### src/rtl/muldiv_pkg.sv
// Shared definitions for the iterative multiply/divide unit: funct codes of
// the multiply/divide class, FSM state encoding, operation type and a decode
// helper.
package muldiv_pkg;

    localparam int unsigned FUNCT_W = 6;

    localparam logic [FUNCT_W-1:0] FUNCT_MFHI  = 6'b010000;
    localparam logic [FUNCT_W-1:0] FUNCT_MTHI  = 6'b010001;
    localparam logic [FUNCT_W-1:0] FUNCT_MFLO  = 6'b010010;
    localparam logic [FUNCT_W-1:0] FUNCT_MTLO  = 6'b010011;
    localparam logic [FUNCT_W-1:0] FUNCT_MULT  = 6'b011000;
    localparam logic [FUNCT_W-1:0] FUNCT_MULTU = 6'b011001;
    localparam logic [FUNCT_W-1:0] FUNCT_DIV   = 6'b011010;
    localparam logic [FUNCT_W-1:0] FUNCT_DIVU  = 6'b011011;

    typedef enum logic [1:0] {IDLE, RUN, SIGN} muldiv_state_t;

    typedef enum logic {MUL, DIV} muldiv_op_t;

    // True for any of the eight multiply/divide-class funct codes.
    function automatic logic is_md_funct(input logic [FUNCT_W-1:0] f);
        logic hit;
        hit = 1'b0;
        case (f)
            FUNCT_MFHI, FUNCT_MTHI, FUNCT_MFLO, FUNCT_MTLO,
            FUNCT_MULT, FUNCT_MULTU, FUNCT_DIV, FUNCT_DIVU: hit = 1'b1;
            default: hit = 1'b0;
        endcase
        return hit;
    endfunction

endpackage

### src/rtl/muldiv_iter.sv
// Iterative datapath: one multiply (shift-add) or restoring-divide bit per
// step on unsigned operands held in a shared 2*WIDTH accumulator.
// Ports:
//   clk, reset_n   clock, synchronous active-low reset
//   load_i         capture opa_i/opb_i/div_i and clear the step counter
//   step_i         perform one iteration
//   div_i          1 = divide, 0 = multiply
//   opa_i, opb_i   multiplier/dividend and multiplicand/divisor (magnitudes)
//   acc_o          {hi, lo} = {product high, low} or {remainder, quotient}
//   last_o         the current step is the final (WIDTH-th) one
module muldiv_iter #(
    parameter int unsigned WIDTH = 32
) (
    input  logic                 clk,
    input  logic                 reset_n,
    input  logic                 load_i,
    input  logic                 step_i,
    input  logic                 div_i,
    input  logic [WIDTH-1:0]     opa_i,
    input  logic [WIDTH-1:0]     opb_i,
    output logic [2*WIDTH-1:0]   acc_o,
    output logic                 last_o
);

    localparam int unsigned CNT_W = $clog2(WIDTH) + 1;

    logic [2*WIDTH-1:0] acc_q, acc_d;
    logic [WIDTH-1:0]   opb_q;
    logic [CNT_W-1:0]   cnt_q;
    logic               div_q;

    logic [WIDTH:0]     mul_sum;
    logic [WIDTH:0]     rem_sh;
    logic [WIDTH:0]     diff;
    logic               qbit;

    // One iteration. Multiply keeps the running sum in the upper half and
    // shifts the multiplier out of the lower half; the carry rides in the
    // extra sum bit. Divide shifts the next dividend bit into the partial
    // remainder and keeps the difference only when it did not borrow.
    always_comb begin
        mul_sum = {1'b0, acc_q[2*WIDTH-1:WIDTH]}
                + (acc_q[0] ? {1'b0, opb_q} : {(WIDTH+1){1'b0}});
        rem_sh  = {acc_q[2*WIDTH-1:WIDTH], acc_q[WIDTH-1]};
        diff    = rem_sh - {1'b0, opb_q};
        qbit    = ~diff[WIDTH];
        if (div_q) begin
            acc_d = {(qbit ? diff[WIDTH-1:0] : rem_sh[WIDTH-1:0]),
                     acc_q[WIDTH-2:0], qbit};
        end else begin
            acc_d = {mul_sum, acc_q[WIDTH-1:1]};
        end
    end

    always_ff @(posedge clk) begin
        if (!reset_n) begin
            acc_q <= '0;
            opb_q <= '0;
            cnt_q <= '0;
            div_q <= 1'b0;
        end else if (load_i) begin
            acc_q <= {{WIDTH{1'b0}}, opa_i};
            opb_q <= opb_i;
            cnt_q <= '0;
            div_q <= div_i;
        end else if (step_i) begin
            acc_q <= acc_d;
            cnt_q <= cnt_q + CNT_W'(1);
        end
    end

    assign acc_o  = acc_q;
    assign last_o = (cnt_q == CNT_W'(WIDTH - 1));

endmodule

### src/rtl/muldiv_unit.sv
// EX-stage multiply/divide unit: decodes the multiply/divide funct class,
// runs mult/div in the background, owns HI/LO and stalls only class
// instructions that arrive while it is busy.
// Ports:
//   clk, reset_n        clock, synchronous active-low reset
//   valid, aluop, funct instruction in EX (responds only when aluop == 00)
//   srca, srcb          rs / rt operands
//   flush               abort any in-flight operation
//   stall               hold EX (combinational)
//   result, result_valid mfhi/mflo data (combinational)
//   hi, lo              HI/LO registers
module muldiv_unit
    import muldiv_pkg::*;
#(
    parameter int unsigned WIDTH = 32
) (
    input  logic             clk,
    input  logic             reset_n,
    input  logic             valid,
    input  logic [1:0]       aluop,
    input  logic [5:0]       funct,
    input  logic [WIDTH-1:0] srca,
    input  logic [WIDTH-1:0] srcb,
    input  logic             flush,
    output logic             stall,
    output logic [WIDTH-1:0] result,
    output logic             result_valid,
    output logic [WIDTH-1:0] hi,
    output logic [WIDTH-1:0] lo
);

    muldiv_state_t      state_q;
    muldiv_op_t         op_q;
    logic [WIDTH-1:0]   hi_q, lo_q, hi_d, lo_d;
    logic [WIDTH-1:0]   a_q;
    logic               a_neg_q, b_neg_q, b_zero_q;

    logic               md, accept, start, is_mf, sgn, a_neg, b_neg;
    logic [WIDTH-1:0]   a_abs, b_abs;
    logic [2*WIDTH-1:0] acc;
    logic               last;
    logic [2*WIDTH-1:0] prod;

    // Decode and handshake.
    assign md     = valid && (aluop == 2'b00) && is_md_funct(funct);
    assign stall  = reset_n && md && (state_q != IDLE);
    assign accept = md && !stall && !flush;
    assign start  = accept && (funct[5:2] == 4'b0110);
    assign is_mf  = (funct == FUNCT_MFHI) || (funct == FUNCT_MFLO);

    assign result_valid = reset_n && accept && is_mf;
    assign result       = result_valid ? ((funct == FUNCT_MFHI) ? hi_q : lo_q)
                                       : '0;

    // Signed ops iterate on magnitudes; funct[0] clear selects signed.
    assign sgn   = ~funct[0];
    assign a_neg = sgn & srca[WIDTH-1];
    assign b_neg = sgn & srcb[WIDTH-1];
    assign a_abs = a_neg ? -srca : srca;
    assign b_abs = b_neg ? -srcb : srcb;

    muldiv_iter #(.WIDTH(WIDTH)) u_iter (
        .clk     (clk),
        .reset_n (reset_n),
        .load_i  (start),
        .step_i  ((state_q == RUN) && !flush),
        .div_i   (funct[1]),
        .opa_i   (a_abs),
        .opb_i   (b_abs),
        .acc_o   (acc),
        .last_o  (last)
    );

    // Sign fixup of the finished magnitude result.
    always_comb begin
        prod = (a_neg_q ^ b_neg_q) ? -acc : acc;
        hi_d = prod[2*WIDTH-1:WIDTH];
        lo_d = prod[WIDTH-1:0];
        if (op_q == DIV) begin
            if (b_zero_q) begin
                hi_d = a_q;
                lo_d = '1;
            end else begin
                lo_d = (a_neg_q ^ b_neg_q) ? -acc[WIDTH-1:0] : acc[WIDTH-1:0];
                hi_d = a_neg_q ? -acc[2*WIDTH-1:WIDTH] : acc[2*WIDTH-1:WIDTH];
            end
        end
    end

    // Control FSM and HI/LO ownership.
    always_ff @(posedge clk) begin
        if (!reset_n) begin
            state_q  <= IDLE;
            op_q     <= MUL;
            hi_q     <= '0;
            lo_q     <= '0;
            a_q      <= '0;
            a_neg_q  <= 1'b0;
            b_neg_q  <= 1'b0;
            b_zero_q <= 1'b0;
        end else begin
            case (state_q)
                IDLE: begin
                    if (accept && (funct == FUNCT_MTHI)) hi_q <= srca;
                    if (accept && (funct == FUNCT_MTLO)) lo_q <= srca;
                    if (start) begin
                        op_q     <= funct[1] ? DIV : MUL;
                        a_q      <= srca;
                        a_neg_q  <= a_neg;
                        b_neg_q  <= b_neg;
                        b_zero_q <= (srcb == '0);
                        state_q  <= RUN;
                    end
                end
                RUN: begin
                    if (flush)     state_q <= IDLE;
                    else if (last) state_q <= SIGN;
                end
                SIGN: begin
                    if (!flush) begin
                        hi_q <= hi_d;
                        lo_q <= lo_d;
                    end
                    state_q <= IDLE;
                end
                default: state_q <= IDLE;
            endcase
        end
    end

    assign hi = hi_q;
    assign lo = lo_q;

endmodule
### config.mk
export PLATFORM = sky130hd
export DESIGN_NAME = muldiv_unit
export DESIGN_NICKNAME = d
export VERILOG_FILES = /design/src/rtl/muldiv_pkg.sv /design/src/rtl/muldiv_iter.sv /design/src/rtl/muldiv_unit.sv
export SDC_FILE = /design/constraint.sdc
export NUM_CORES = 1
export LEC_CHECK = 0
export ABC_AREA = 1
export CAP_MARGIN = 25
export CORE_UTILIZATION = 25
export DETAILED_ROUTE_END_ITERATION = 7
export PLACE_DENSITY = 0.44
export SLEW_MARGIN = 30
export SYNTH_ARGS = -nofsm -noshare
export SYNTH_HDL_FRONTEND = slang
export SYNTH_SLANG_ARGS = --single-unit
### constraint.sdc
create_clock -name clk -period 3.3 [get_ports clk]
set_input_delay 0.33 -clock clk [delete_from_list [all_inputs] [get_ports clk]]
set_output_delay 0.33 -clock clk [all_outputs]
set_load 0.01 [all_outputs]
==> results.md <==
* DIE WIDTH at between 200 and 300 um
* Most frequent CP cell: nor3_4
* Vias in the first global route at 21900
* Via density at between 4 and 5
* Syn Inst Count at about 3600
* Drt drc at 0
* Syn Area/Cell at around 5.5 um^2
* Antenna diode count at 0
* Count of non-filler cells in the finished layout at 4799
* Crit path largest cell delay at ~0.55 ns
* Crit path max-delay family: buffers and inverters
* Ys Warns at 0
* Register area share after synthesis at between 20% and 30%
* Cell area after synthesis at 19900 um^2
* Placed insts at 4749
* Fin. max-slew vios at 0
* Share of the synthesized area in the top cell type at approximately a fifth
* Via count at roughly 24000
* Status: finished clean
* First-pass GRT wire length at approximately 140000 um
* Die Area at roughly 80000 um^2
* Synth Register Bits at a little over 200
* Pre-Repair DR Iteration Count at 8
* Metal-1 WL at around 45000 um
* Worst-path clk slew at approximately 0.06 ns
* CP max FO at 33
* Post-synthesis cell type count at 60
* CP max stage cell: clkdlybuf4s50_1
* Critical Path End Type: output port
* Routability Congestion at roughly 0.95
* CP bufs+invs at 3
* Leakage at between 10 and 15 nW
* DR WL met3 at 4960 um
* Area leader, netlist: dfxtp_1
* Critical setup path kind: flop to output port
* Top sig layer: met4
* Critical Path AT at 2.76 ns
* Fraction of layout cells with a size suffix above 1 at roughly 5.7%
* Syn-to-layout area delta at 20.0%
* Worst VDD drop at slightly above 0.3 mV
* Largest net degree at the start of global routing at 90
* Fin Setup TNS at 0 ns
* H-Tree Depth at 1
* Ys async rst share at 0%
* DR iter-0 viols at around 2100
* Hold Fails Final Rpt at 0
* Hold_buf cts at 0
* CTS tree: done
* Tot GR Track Use at between 20% and 30%
* Pwr/cell area at roughly 260 nW/um^2
* Post-synth top flop: dfxtp_1
* Clock skew at roughly 0.022 ns
* Most common cell after layout, fill and taps aside: nand2_1
* DR WL/cell at slightly below 20 um
* Fillers at 9102
* Post-CTS setup buffers at 0
* Final WL at 94500 um
* Port bufs at about 170
* Worst skew pair latency at around 0.60 ns
* Tmin final at approximately 3.1 ns
* CTS root buf: clkbuf_16
* RSZ-0062 raised after global routing: no
* Maxcap violations at 0
* Setup violators final at 0
* GRT Residual Overflow at 0
* CTS sink count at 205
* Mapped Nets at 3745
* Maximum clock rate at around 320 MHz
* Number of flops mapped to enable cells by yosys at 0
* Worst Hold Class: input port to flop
* Worst Max-Slew Pin Slew at 0.931 ns
* Final hold slack at around 0.36 ns
* Slew margin rel. at between 30 and 40%
* Row count at roughly 100
* Critical Path RT at around 3 ns
* Hpwl dp at between 70000 and 80000 um
* Most frequent cells in the layout: nand2_1, inv_1, nor2_1, o21ai_0, a21oi_1
* Core ar. at 78900 um^2
* Chip Height at 284 um
* Detail Route Antenna Nets at 0
* Crit share post-route at around 94%
* # nets final at between 3000 and 4000
* I/O pin cnt at between 150 and 200
* CP Cell Sequence: nor2_2 > nor2_1 > nor3_4 > inv_2 > nor3_4 > buf_12 > o21ai_0 > a21oi_1 > clkdlybuf4s50_1
* Top post-synthesis cells by area: dfxtp_1, nand2_1, inv_1, o21ai_0, a21oi_1
* Met2 routed WL at roughly 43000 um
* Cts repair resizes at 0
* Initial antenna violation count at 3
* Initial Util at about a quarter
* Clock buffer depth at 3
* Startpoint class of the critical path: flop
* CTS Buf Count at 28
## path summary, 6_finish.rpt
kind / startpoint / end / slack, ns / cells after the start
max reg2reg: u_iter.acc_o[31] / u_iter.acc_o[57] / 0.36 / 18
min: reset_n / u_iter.acc_o[28] / 0.36 / 4
max: state_q[1] / result[26] / 0.21 / 9
min reg2reg: a_q[0] / a_q[0] / 0.48 / 2
## synth_stat cells (all sizes together) (3+ instances only)
master	n
nand2	1003
clkinv	5
or2	8
xor2	37
o211ai	10
buf	70
nor3	50
ha	69
inv	567
xnor2	4
o21bai	8
a21oi	343
o21ai	371
and2	5
o22ai	4
o21a	5
nand4	37
clkbuf	68
dfxtp	205
o31ai	3
a311oi	3
nand3	273
nand3b	12
o221ai	12
a31oi	6
nor4	6
a211oi	15
nor2	387
## flip-flops by register name, summed over array words and instances (netlist names)
register      count
a_neg_q           1
a_q              32
b_neg_q           1
b_zero_q          1
hi               32
lo               32
op_q              1
state_q           2
u_iter.acc_o     64
u_iter.cnt_q      6
u_iter.div_q      1
u_iter.opb_q     32
## power by group
group / switching, mW / internal, mW / leakage, nW
clock: 1.30 / 1.87 / 0.451
sequential: 0.00257 / 2.48 / 1.65
combinational: 0.352 / 0.169 / 9.72
## per-stage QoR
stage	instance area [um^2]	power, mW	setup WS (ns)	utilization [%]
2_1_floorplan	19900	2.78	0.865	-
3_3_place_gp	22900	3.05	0.344	29.1
3_5_place_dp	22900	3.05	0.310	29.1
4_1_cts	23900	6.25	0.180	30.3
5_1_grt	23900	6.38	0.0360	30.3
6_report	23900	6.16	0.213	30.3
## logic make-up after synthesis
group | synth area share (%)
xor gates and xnor gates | 1.80
adders and majority gates | 4.54
and+or+nand+nor | 37.9
DFF | 20.6
AOI/OAI and AO/OA | 21.1
buffers and inverters | 13.9
## area by class of cell
cell class	count	area, um^2	area share, %
Sequential cell	205	4110	17.2
Clock inverter	8	106	0.446
Tap cell	1050	1310	5.50
Timing Repair Buffer	239	2320	9.74
Inverter	572	2150	9.00
Clock buffer	42	823	3.45
Multi-Input combinational cell	2683	13000	54.6
## worst reg2reg max path: stages (launching register included)
cell	delay [ns]
dfxtp_1	0.41
inv_2	0.13
ha_1	0.25
fa_1	0.43
inv_1	0.11
nand3_1	0.08
nand2_2	0.16
nand2_2	0.08
nand2_4	0.11
nand2_2	0.07
nand2_4	0.08
nand2_4	0.09
nand2_4	0.09
nand2_4	0.08
nand2_4	0.35
nand2_1	0.11
nand2_1	0.08
nand2_1	0.05
a21oi_1	0.13
## layer usage
metal | vias to the layer above | track usage, %
li1 | 11800 | -
met1 | 11000 | 32.6
met2 | 694 | 37.0
met3 | 73 | 1.86
met4 | 0 | 4.80
met5 | - | 0
Power figures use the tool's default switching activity.
